[src/rtl/delay_line_ctrl.sv]
// delay_line_ctrl: a 1-bit delay line whose depth (1..MAX_DEPTH enabled edges)
// is set at run time, with a controller that sequences fill, run and flush.
//   clk, rst        rising-edge clock, asynchronous active-high reset
//   en, d           sample strobe and data input
//   cfg_load        one-cycle request to apply cfg_depth
//   cfg_depth       requested delay in enabled edges
//   q, q_valid      delayed data and its validity flag
//   busy            high while flushing or filling
//   cfg_err         one-cycle pulse when a load is rejected
// Optional: define DLY_CTRL_BYPASS_EN to accept depth 0 as a combinational
// bypass (q = d).
module delay_line_ctrl #(
  parameter int unsigned MAX_DEPTH = 16,
  parameter int unsigned DEPTH_W   = 5,
  parameter int unsigned RST_DEPTH = 2
) (
  input  logic               clk,
  input  logic               rst,
  input  logic               en,
  input  logic               d,
  input  logic               cfg_load,
  input  logic [DEPTH_W-1:0] cfg_depth,
  output logic               q,
  output logic               q_valid,
  output logic               busy,
  output logic               cfg_err
);

  localparam logic [DEPTH_W-1:0] MAX_D = DEPTH_W'(MAX_DEPTH);
  localparam logic [DEPTH_W-1:0] RST_D = DEPTH_W'(RST_DEPTH);
  localparam logic [DEPTH_W-1:0] ONE   = DEPTH_W'(1);

  typedef enum logic [1:0] {IDLE, FILL, RUN, FLUSH} state_t;

  state_t               state;
  logic [MAX_DEPTH-1:0] taps;
  logic [DEPTH_W-1:0]   depth;
  logic [DEPTH_W-1:0]   fill_cnt;
  logic [DEPTH_W-1:0]   fill_nxt;
  logic                 cfg_ok;
  logic                 q_tap;

  always_comb begin
`ifdef DLY_CTRL_BYPASS_EN
    cfg_ok = cfg_load && (cfg_depth <= MAX_D);
`else
    cfg_ok = cfg_load && (cfg_depth != '0) && (cfg_depth <= MAX_D);
`endif
    fill_nxt = fill_cnt + ONE;
  end

  // Tap select by comparison rather than taps[depth-1], so an out-of-range
  // depth can never index past the line.
  always_comb begin
    q_tap = 1'b0;
    for (int unsigned i = 0; i < MAX_DEPTH; i++) begin
      if (depth == DEPTH_W'(i + 1)) q_tap = taps[i];
    end
  end

`ifdef DLY_CTRL_BYPASS_EN
  assign q = (depth == '0) ? d : q_tap;
`else
  assign q = q_tap;
`endif

  always_ff @(posedge clk or posedge rst) begin
    if (rst) begin
      state    <= IDLE;
      taps     <= '0;
      depth    <= RST_D;
      fill_cnt <= '0;
      q_valid  <= 1'b0;
      busy     <= 1'b0;
      cfg_err  <= 1'b0;
    end else begin
      cfg_err <= cfg_load && !cfg_ok;
      if (cfg_ok) begin
        // Accepted load beats en: taps are cleared now so q reads 0 in FLUSH.
        state    <= FLUSH;
        depth    <= cfg_depth;
        taps     <= '0;
        fill_cnt <= '0;
        busy     <= 1'b1;
        q_valid  <= 1'b0;
      end else begin
        case (state)
          IDLE: begin
            if (en) begin
              taps     <= {taps[MAX_DEPTH-2:0], d};
              fill_cnt <= ONE;
              if (depth == ONE) begin
                state   <= RUN;
                q_valid <= 1'b1;
                busy    <= 1'b0;
              end else begin
                state <= FILL;
                busy  <= 1'b1;
              end
            end
          end
          FILL: begin
            if (en) begin
              taps     <= {taps[MAX_DEPTH-2:0], d};
              fill_cnt <= fill_nxt;
              if (fill_nxt >= depth) begin
                state   <= RUN;
                q_valid <= 1'b1;
                busy    <= 1'b0;
              end
            end
          end
          RUN: begin
            if (en) taps <= {taps[MAX_DEPTH-2:0], d};
          end
          FLUSH: begin
            taps     <= '0;
            fill_cnt <= '0;
`ifdef DLY_CTRL_BYPASS_EN
            if (depth == '0) begin
              state   <= RUN;
              q_valid <= 1'b1;
              busy    <= 1'b0;
            end else begin
              state <= FILL;
              busy  <= 1'b1;
            end
`else
            state <= FILL;
            busy  <= 1'b1;
`endif
          end
          default: begin
            state   <= IDLE;
            busy    <= 1'b0;
            q_valid <= 1'b0;
          end
        endcase
      end
    end
  end

endmodule

[config.mk]
export PLATFORM = sky130hd
export DESIGN_NAME = delay_line_ctrl
export DESIGN_NICKNAME = d
export VERILOG_FILES = /design/src/rtl/delay_line_ctrl.sv
export SDC_FILE = /design/constraint.sdc
export NUM_CORES = 1
export LEC_CHECK = 0
export ABC_CLOCK_PERIOD_IN_PS = 1750
export BUFFER_PORTS_ARGS = -buffer_cell sky130_fd_sc_hd__buf_4
export CAP_MARGIN = 20
export CORE_MARGIN = 10
export CORE_UTILIZATION = 53
export DETAILED_ROUTE_END_ITERATION = 8
export PLACE_DENSITY = 0.85
export RECOVER_POWER = 25
export SLEW_MARGIN = 10
export SYNTH_ARGS = -nofsm -noshare
export SYNTH_HDL_FRONTEND = slang
export SYNTH_SLANG_ARGS = --single-unit
[constraint.sdc]
create_clock -name clk -period 1.75 [get_ports clk]
set_input_delay 0.0875 -clock clk [delete_from_list [all_inputs] [get_ports clk]]
set_output_delay 0.0875 -clock clk [all_outputs]
set_load 0.01 [all_outputs]
=== After elaboration in Yosys (flattened, before gate mapping) ===
Cells that the tools add are included.

* Equal/unequal tests: 24
* Add/subtract/negate cells: 1
* Magnitude comparators: 2
* Muxes and demuxes: 41
* Reduce and logical (&&, ||, !) cells: 12

{| class="wikitable"
|+ Operators by type and width
! operator !! number
|-
| 5-bit by 4-bit equality test with 1-bit output, second input constant || 8
|-
| 16-bit two-way mux || 2
|-
| 16-bit case mux with 2 select lines || 1
|-
| 1-bit two-way mux || 26
|-
| 5-bit by 3-bit equality test with 1-bit output, second input constant || 4
|-
| 5-bit two-way mux || 3
|-
| 5-bit case mux with 3 select lines || 1
|-
| 3-bit != test, second input constant || 4
|-
| 5-bit by 2-bit equality test with 1-bit output, second input constant || 2
|-
| 2-bit two-way mux || 5
|-
| 2-bit case mux with 3 select lines || 1
|-
| 5-bit by 1-bit adder with 5-bit output, second input constant || 1
|-
| 5-bit by 1-bit equality test with 1-bit output, second input constant || 1
|-
| 5-bit equality test, second input constant || 1
|-
| 5-bit >= comparator || 1
|-
| 5-bit <= comparator, second input constant || 1
|-
| 5-bit AND reduction || 1
|-
| 5-bit nonzero test || 1
|-
| 2-bit equality test, second input constant || 2
|-
| 4-bit AND reduction || 1
|-
| 4-bit nonzero test || 1
|-
| 1-bit logical AND || 3
|-
| 3-bit by 1-bit != test with 1-bit output, second input constant || 1
|-
| 1-bit case mux with 3 select lines || 1
|-
| other kinds (7) || 7
|}

* Input port bits: 10
* Bits in registers: 31
* Word-level logic and storage cells: 87

=== Depth between registers and ports, before layout ===
Gate-level depths: netlist of run 1.

* Depth after elaboration: 17
* Mapped depth: 7

=== Worst setup path before layout of run 1 ===
No wires, ideal clock.

* Path type: flip-flop to flip-flop
* From: reg fill_cnt[0]
* To: reg busy
* Data required time: 1.626 ns
* Arrival: 1.662 ns
* Buffers on the path: 0
* Setup slack: -0.036 ns
* Cell stages (with the launch flop): 8
* Cell sequence: dfrtp_1 -> ha_1 -> nand3_1 -> xnor2_1 -> ha_1 -> nand2_1 -> o21a_1 -> o31a_1

* Cells in the longest elaborated chain, start to end: 4

{| class="wikitable"
|+ Ends and longest elaborated chain
! what !! RTL line !! text
|-
| from (decl) || 38 || <nowiki>logic [DEPTH_W-1:0] fill_cnt;</nowiki>
|-
| from (signal assigned) || 105 || <nowiki>fill_cnt <= fill_nxt;</nowiki>
|-
| 5-bit by 1-bit adder with 5-bit output || 49 || <nowiki>fill_nxt = fill_cnt + ONE;</nowiki>
|-
| 5-bit >= comparator || 106 || <nowiki>if (fill_nxt >= depth) begin</nowiki>
|-
| 3-bit != test (no line) || - ||
|-
| 4-bit AND reduction (no line) || - ||
|-
| to (signal assigned) || 98 || <nowiki>busy <= 1'b1;</nowiki>
|-
| to (signal assigned) || 109 || <nowiki>busy <= 1'b0;</nowiki>
|-
| to (signal assigned) || 130 || <nowiki>busy <= 1'b1;</nowiki>
|-
| to (decl) || 25 || <nowiki>output logic busy,</nowiki>
|}

No other way between the ends.
A chain may end at the register's enable or synchronous reset.

=== Worst setup path in the final report of run 1 ===
* From: reg depth[1]
* To: out q

* Cells in the longest elaborated chain, start to end: 17

{| class="wikitable"
|+ Ends and longest elaborated chain
! what !! RTL line !! text
|-
| from (decl) || 37 || <nowiki>logic [DEPTH_W-1:0] depth;</nowiki>
|-
| from (signal assigned) || 81 || <nowiki>depth <= cfg_depth;</nowiki>
|-
| 5-bit by 1-bit equality test with 1-bit output || 57 || <nowiki>if (depth == DEPTH_W'(i + 1)) q_tap = taps[i];</nowiki>
|-
| 1-bit two-way mux (15 in a row) || 57 ||
|-
| 1-bit two-way mux (*) || 57 ||
|-
| to (decl) || 23 || <nowiki>output logic q,</nowiki>
|}

Every way passes the cells marked *; elsewhere a longest branch is shown, timed or not.

==> flow_summary.ini, run 1 <==
[clock_network]
path_clk_slew_ns = 0.10
clkSinkCount = 30
cts_root_buffer = clkbuf_4
clockBufferDepth = 2
clock_latency_ns = 0.33
cts_htree_levels = 2
cts_made_buffers = 5
cts_tree = built

[synthesis]
yosysSeqAreaShare = 0.4083
netlist_area_sq_um = 1842
synth_top_family_by_area = simple AND/OR/NAND/NOR gates
synth_fp_nets = 211
synth-main-ff-cell = dfrtp_1
ys_warn_count = 0
synth_edf_count = 0
synthCells = 195
synth.avg_cell_area_sq_um = 9.445
synth_compound_area_frac = 0.1399
synth_cell_types = 51
synth_xor_area_frac = 0.02378
synth_seq_cells = 30
synth.mux.area_fraction = 0.1094
async_reset_ff_frac = 1.000
yosys.area_share.simple = 0.2167
yosys.area_share.adder = 0.04076

[sta]
whs_ns = 0.009710
rsz0062_at_grt = yes
max_slew_margin = 0.5058
min_period_ns = 2.103
fmax_mhz = 475.6
fin_ws_ns = -0.3525
clock_skew_ns = 0.007029
tightest_slew_ns = 0.7413
fin_setup_tns_ns = -0.4815
slew_violations = 0
setup_viol = 4
finalCritPeriodShare = 1.201
hold_viol_final = 0

[routing]
final_antenna_net_count = 0
drc = 0
via_per_inst = 5.686
vias = 1558
initialDrtViolationCount = 64
wl_um = 4264
drtPass1Iterations = 4
routedWlPerCell_um = 15.56

[setup_path]
rr_worst_depth = 7
max_stage_delay_ns = 0.41
cp-start-kind = flop
r2r_start = depth[1]$_DFFE_PP1P_
crit_family = compound AO/OA/AOI/OAI gates
cp.buffers_inverters = 3
crit_arrival_ns = 2.02
worstSetupPathType = flop to output pin
cpMaxStageDelayCell = dfstp_2
reg2reg_slack_ns = -0.06
cpMostUsedCell = buf_4
cp.required_ns = 1.66
crit_fanout = 5
cp_cell_sequence = buf_4, buf_4, and2_1, a211oi_2, nor2_1, a2111oi_2, a21oi_1, buf_4
startpoint = depth[1]$_DFFE_PP1P_
rr_endpoint = busy$_DFFE_PP0P_
worstSetupEndpointType = output pin

[finish]
layout_common_cells = buf_4 (28), nor2_1 (27), dfrtp_1 (27)
final_common_cell = buf_4
multiInputGateArea_sq_um = 1061
diodes = 0
layout.nets = 243
fin_area_sq_um = 2250
synthToLayoutAreaGrowth_pct = 22.15
drive_gt1_frac = 0.2763
seq_area_sq_um = 754.5
stdcell_count = 274
fillCellCount = 247

[pwr]
irDropWorstVdd_uv = 744.7
seqPwrFrac = 0.408
p_int_w = 0.001425
comb_power_share = 0.400
pwr-share-clk = 0.192
power.density_nw_per_um2 = 1021
swShare = 0.3795
p_switching_w = 0.0008713
leakagePower_nw = 1.042

[place]
io_buffers = 13
place_area_sq_um = 1997
place_ws_ns = -0.01945
dp.cells = 253
globalplace.congestion = 0.8819
dp_hpwl_um = 2735

[grt]
gr-usage-met2 = 0.2179
gr-usage-met3 = 0.03829
grt_max_degree = 31
use_met1 = 0.1636
grt_pass1_wl_um = 6927
grt-ovfl-total = 0
antenna_found_initial = 0
grt_usage = 0.1376
grt.busiest_layer = met2
grt_pass1_vias = 1531

[run_status]
failed_checks = setup timing
status = finished with violations

[die]
core-area_sq_um = 3337
row_count = 21
start_util = 0.5519
dieWidth_um = 78.95
pin_count = 14
die_h_um = 78.95
dieArea_sq_um = 6233

[min_path]
hold_class = input port to flop
worstHoldStart = cfg_load
hold_end = cfg_err$_DFF_PP0_
min_path_cells = 2

[flow_run]
cap_violations = 0
metal layers:
layer  part of all wire  up-vias
li1                   -      751
met2               0.46       58
met4              0.041        0
met1               0.45      732
met5                  0        -
met3              0.052       17
state kept, by name, summed over array words and instances (netlist names):
name / count
taps: 16
depth: 5
fill_cnt: 5
busy: 1
cfg_err: 1
q_valid: 1
state: 1
cell families (layout without fill, tap and decap cells):
logic type | after synthesis | in the layout
simple gates | 78 | 78
compound gates | 38 | 38
flops | 30 | 30
mux | 20 | 20
buf+inv | 18 | 51
fa+ha+maj | 6 | 6
xor+xnor | 5 | 5
final cells by class:
cell class,count,share of cell area
repair buffers,37,0.1307
clock buffers,7,0.02447
flip-flops and latches,30,0.3354
clock inverters,1,0.002225
inverters,6,0.01001
well taps,46,0.02558
multi-input cells,147,0.4716
synth_stat cells (2+ instances only):
library cell / instances / area [sq um]
clkbuf_1: 3 / 11.26
nand3_1: 5 / 25.02
xnor2_1: 4 / 35.03
o21ai_0: 2 / 10.01
nor4_1: 2 / 12.51
o32ai_1: 2 / 17.52
o21ai_1: 3 / 15.01
nand4_1: 2 / 12.51
nor3_1: 4 / 20.02
nand2_2: 2 / 12.51
and2_1: 2 / 12.51
nor2b_1: 6 / 37.54
o21a_1: 2 / 15.01
inv_1: 5 / 18.77
nand2b_1: 3 / 18.77
mux2i_1: 19 / 190.2
buf_2: 3 / 15.01
a21oi_1: 14 / 70.07
dfrtp_1: 29 / 725.7
a2bb2oi_1: 2 / 17.52
buf_6: 4 / 45.04
ha_1: 6 / 75.07
nor2_1: 27 / 101.4
nand2_1: 17 / 63.81
how the worst max path moves through the flow:
stage                       endpoint  cells after the start
finish                             q                      8
global route                       q                      6
CTS                                q                      6
detailed placement                 q                      6
global placement                   q                      7
floorplan           busy$_DFFE_PP0P_                      7
what timing repair did:
item | in CTS | in global routing
setup buffers | 2 | 5
pin swaps | 1 | 12
endpoints found under the hold margin | 34 | 0
endpoints found under the setup margin | 2 | 4
hold buffers | 6 | 0
resized for setup | 4 | 11
power groups by stage:
stage          sequential, W  combinational (W)  clock [W]
3_3_place_gp        0.000926           0.000744          0
2_1_floorplan       0.000871           0.000602          0
3_5_place_dp        0.000930           0.000767          0
4_1_cts             0.000920           0.000799   0.000448
5_1_grt             0.000954            0.00101   0.000480
6_report            0.000936           0.000919   0.000441
through the flow:
stage	power, W	util
floorplan	0.001473	-
global placement	0.001670	0.5984
detailed placement	0.001697	0.5984
CTS	0.002166	0.6442
global route	0.002443	0.6742
finish	0.002296	0.6742
Power figures use the tool's default switching activity.
==> run 2: changes to the inputs <==
CORE_MARGIN = default   (was 10)
==> flow_summary.ini, run 2 (same netlist as run 1, synthesis figures left out) <==
[finish]
multiInputGateArea_sq_um = 1049
drive_gt1_frac = 0.2545
largest_register = taps
synthToLayoutAreaGrowth_pct = 19.36
seq_area_sq_um = 754.5
largest_register_ff_count = 16
post-route-util = 0.6588
layout.nets = 239
fillCellCount = 273
layout_common_cells = nor2_1 (27), dfrtp_1 (27), buf_4 (24)
top_regs = taps (16), depth (5), fill_cnt (5)
stdcell_count = 270
diodes = 0

[clock_network]
cts_tree = built
clockBufferDepth = 2
clock_latency_ns = 0.34
clkSinkCount = 30
cts_made_buffers = 5
cts_root_buffer = clkbuf_4
path_clk_slew_ns = 0.10
cts_htree_levels = 2

[die]
start_util = 0.5519
row_count = 21
die_h_um = 60.95
dieWidth_um = 60.95
pin_count = 14
dieArea_sq_um = 3715
core-area_sq_um = 3337

[setup_path]
cp.required_ns = 1.66
r2r_start = depth[1]$_DFFE_PP1P_
cp-start-kind = flop
worstSetupEndpointType = output pin
worstSetupPathType = flop to output pin
startpoint = depth[1]$_DFFE_PP1P_
crit_arrival_ns = 2.05
crit_fanout = 6

[routing]
drtPass1Iterations = 4
routedWlPerCell_um = 14.90
initialDrtViolationCount = 64
drc = 0
final_antenna_net_count = 0
vias = 1517
wl_um = 4022
via_per_inst = 5.619

[grt]
grt_usage = 0.2364
grt_max_degree = 31
antenna_found_initial = 0
grt-ovfl-total = 0
grt_pass1_wl_um = 6189
grt_pass1_vias = 1362

[sta]
finalCritPeriodShare = 1.223
rsz0062_at_grt = yes
hold_viol_final = 0
tightest_slew_ns = 0.7421
fin_ws_ns = -0.3903
max_slew_margin = 0.5053
min_period_ns = 2.140
setup_viol = 4
fmax_mhz = 467.2
clock_skew_ns = 0.008559
slew_violations = 0
fin_setup_tns_ns = -0.5549

[flow_run]
cap_violations = 0

[place]
dp_hpwl_um = 2542
globalplace.congestion = 0.8652
dp.cells = 252
place_ws_ns = -0.04539
io_buffers = 13

[min_path]
hold_class = input port to flop
worstHoldStart = cfg_load

[pwr]
power.density_nw_per_um2 = 1008
irDropWorstVdd_uv = 633.3
leakagePower_nw = 1.013
power_w = 0.002216

[run_status]
failed_checks = setup timing
status = finished with violations
## run 2: changes by cell type in the layout (fill, tap and decap cells not counted), sizes merged
cell | before | now
buf | 29 | 25
clkinv | 1 | 2
clkbuf | 9 | 8
## run 2: power by group
part	switching (W)	internal [W]	total [W]
Sequential	0.000159	0.000782	0.000942
Combinational	0.000444	0.000431	0.000875
Clock	0.000246	0.000153	0.000399
## run 2: metal layers
metal / track usage / up-vias / part of all wire
met1: 0.3151 / 727 / 0.43
met2: 0.3673 / 44 / 0.52
met3: 0.04904 / 8 / 0.040
li1: - / 738 / -
met4: 0.1169 / 0 / 0.013
met5: 0 / - / 0
## run 2: cell type report
type	count	area share
clock buffers	6	0.01878
clock inverters	2	0.004553
inverters	6	0.01024
multi-input cells	147	0.4770
flip-flops and latches	30	0.3432
well taps	46	0.02618
repair buffers	33	0.1201
## run 2: stage by stage
stage | cell area, sq um | hold WS (ns)
floorplan | 1849 | 0.1776
detailed placement | 1989 | 0.1880
global placement | 1989 | 0.1878
finish | 2198 | 0.008984
CTS | 2148 | 0.004175
global route | 2198 | 0.009764
## run 2: worst paths after layout
path	depth (start not counted)	to	slack, ns
setup reg to reg	7	busy$_DFFE_PP0P_	-0.10
setup / recovery	7	q	-0.39
min in group asynchronous	4	depth[2]$_DFFE_PP0P_	0.51
hold reg to reg	2	taps[8]$_DFFE_PP0P_	0.56
max in group asynchronous	4	depth[0]$_DFFE_PP0P_	0.72
hold / removal	2	cfg_err$_DFF_PP0_	0.009
## run 2: worst max-delay path, stage by stage (launching register included)
cell	delay [ns]
dfstp_2	0.62
buf_4	0.14
nor3b_2	0.04
o21a_1	0.22
nor4_2	0.31
a2111oi_2	0.06
a21oi_1	0.18
buf_4	0.14
## run 2: repair_timing
action | CTS | global route
pin swaps | 7 | 5
endpoints found under the hold margin | 34 | 0
setup endpoints to repair | 3 | 8
hold buffers | 6 | 0
buffers inserted | 4 | 0
resized for setup | 5 | 10
==> run 3: changes to the inputs <==
ABC_AREA = 1   (was default)
PLACE_DENSITY = 0.86   (was 0.85)
==> flow_summary.ini, run 3 <==
[run_status]
status = finished with violations
failed_checks = DRC, setup timing

[grt]
use_met1 = 0.3814
grt_max_degree = 31
grt.busiest_layer = met2
grt_usage = 0.2886
grt-ovfl-total = 0
gr-usage-met2 = 0.4713
grt_pass1_vias = 1612
gr-usage-met3 = 0.05134
antenna_found_initial = 0
grt_pass1_wl_um = 7258

[sta]
whs_ns = 0.008176
fmax_mhz = 477.3
rsz0062_at_grt = yes
min_period_ns = 2.095
fin_ws_ns = -0.3450
max_slew_margin = 0.4904
hold_viol_final = 0
tightest_slew_ns = 0.7644
slew_violations = 0
clock_skew_ns = 0.01460
setup_viol = 4
finalCritPeriodShare = 1.197

[synthesis]
yosysMostFrequentCell = nand2_1
synth_area_leaders = dfrtp_1 (44%), nand2_1 (13%), a21oi_1 (6.6%)
synthCells = 216
netlist_area_sq_um = 1664
yosysTopAreaCell = dfrtp_1
synth_cell_types = 26
ys_warn_count = 0
yosysSeqAreaShare = 0.4519
synth_fp_nets = 232
synth_top_area_frac = 0.4361
async_reset_ff_frac = 1.000
synth-main-ff-cell = dfrtp_1
synth_seq_cells = 30
synth.top_cells.by_count = nand2_1 (57), dfrtp_1 (29), nor2_1 (28), a21oi_1 (22), inv_1 (21)
synth_edf_count = 0
synth.avg_cell_area_sq_um = 7.704

[routing]
wl_um = 4405
final_antenna_net_count = 0
drc = 1
vias = 1634
drtPass1Iterations = 7
routedWlPerCell_um = 15.30
via_per_inst = 5.674
initialDrtViolationCount = 96

[setup_path]
reg2reg_slack_ns = -0.25
rr_worst_depth = 9
cp-start-kind = flop
r2r_start = fill_cnt[0]$_DFFE_PP0P_
worstSetupEndpointType = output pin
worstSetupPathType = flop to output pin
crit_fanout = 4
cp.required_ns = 1.66
crit_arrival_ns = 2.01
rr_endpoint = state[1]$_DFFE_PP0P_

[clock_network]
cts_root_buffer = clkbuf_4
path_clk_slew_ns = 0.11
cts_tree = built
cts_htree_levels = 2
cts_made_buffers = 5
clockBufferDepth = 2
clock_latency_ns = 0.34
clkSinkCount = 30

[finish]
layout_common_cells = nand2_1 (53), dfrtp_1 (28), buf_4 (27)
largest_register = taps
top_regs = taps (16), depth (5), fill_cnt (5)
layout.nets = 272
final_common_cell = nand2_1
largest_register_ff_count = 16
synthToLayoutAreaGrowth_pct = 30.30
drive_gt1_frac = 0.2685
diodes = 0

[pwr]
power.density_nw_per_um2 = 1204
irDropWorstVdd_uv = 736.8
leakagePower_nw = 1.024

[flow_run]
cap_violations = 0

[die]
die_h_um = 58.04
start_util = 0.5833
dieWidth_um = 58.04
dieArea_sq_um = 3368
row_count = 19
pin_count = 14
core-area_sq_um = 2853

[min_path]
hold_end = depth[2]$_DFFE_PP0P_
hold_class = input port to flop
min_path_cells = 3
worstHoldStart = cfg_depth[2]

[place]
io_buffers = 13
place_ws_ns = -0.2105
dp_hpwl_um = 2699
globalplace.congestion = 0.9035
==> run 3: area by class of cell <==
class | count | area, sq um
sequential | 30 | 753.2
multi-input combinational | 157 | 890.9
clock buffer | 8 | 78.83
timing repair buffer | 39 | 320.3
fill | 188 | 684.4
tap | 31 | 38.79
inverter | 23 | 86.33
==> run 3: power by group <==
group	switching [W]	total, W	internal, W
Sequential	0.000125	0.000920	0.000796
Combinational	0.000641	0.00116	0.000522
Clock	0.000254	0.000528	0.000274
Total	0.00102	0.00261	0.00159
==> run 3: repair_timing <==
action                                 CTS  global route
endpoints found under the hold margin   34             0
pin swaps                                7             9
resized for setup                       14            12
setup endpoints to repair                4             9
setup buffers                            5             2
hold buffers                             6             0
==> run 3: kinds of logic (layout without fill, tap and decap cells) <==
kind of cell             after synthesis  after routing  share of synthesized area
AO/OA/AOI/OAI                         37             37                     0.1278
multiplexers                           1              1                   0.009020
adder cells (fa/ha/maj)                6              6                    0.04511
XOR/XNOR                               3              3                    0.01579
buffers and inverters                 29             70                    0.06692
AND/OR/NAND/NOR                      110            110                     0.2835
flip-flops                            30             30                     0.4519
==> run 3: worst max-delay path by stage <==
stage | startpoint | endpoint | depth (start not counted)
after floorplan | fill_cnt[0]$_DFFE_PP0P_ | state[1]$_DFFE_PP0P_ | 9
final | depth[1]$_DFFE_PP1P_ | q | 14
after global routing | depth[1]$_DFFE_PP1P_ | q | 14
after global placement | fill_cnt[1]$_DFFE_PP0P_ | state[1]$_DFFE_PP0P_ | 9
after CTS | depth[1]$_DFFE_PP1P_ | q | 14
after detailed placement | fill_cnt[0]$_DFFE_PP0P_ | state[1]$_DFFE_PP0P_ | 8
==> run 3: stage by stage <==
stage | std cells | util | TNS (ns) | total power [W] | area, sq um
6_report | 288 | 0.7601 | -0.9492 | 0.002612 | 2168
3_5_place_dp | 267 | 0.6610 | -0.4840 | 0.001816 | 1886
4_1_cts | 286 | 0.7425 | -0.7524 | 0.002460 | 2118
3_3_place_gp | 267 | 0.6610 | -0.2885 | 0.001783 | 1886
5_1_grt | 288 | 0.7601 | -1.364 | 0.002742 | 2168
2_1_floorplan | 216 | - | -0.1352 | 0.001497 | 1677
==> run 3: per-layer routing <==
metal  share of wire  wire [um]
met5               0          0
met4           0.023        100
met3           0.047        208
met2            0.51       2251
met1            0.42       1844
==> run 3: worst max-delay path, stage by stage, from the launching register on <==
cell	delay, ns
dfstp_2	0.56
buf_6	0.13
nand2_4	0.06
nor2_4	0.12
nand4_1	0.10
nand2_1	0.07
inv_1	0.04
nand4_1	0.08
nand2_1	0.07
nand3_1	0.07
nand2_1	0.06
nand2_1	0.06
nand2_1	0.05
nand4_1	0.07
buf_4	0.13
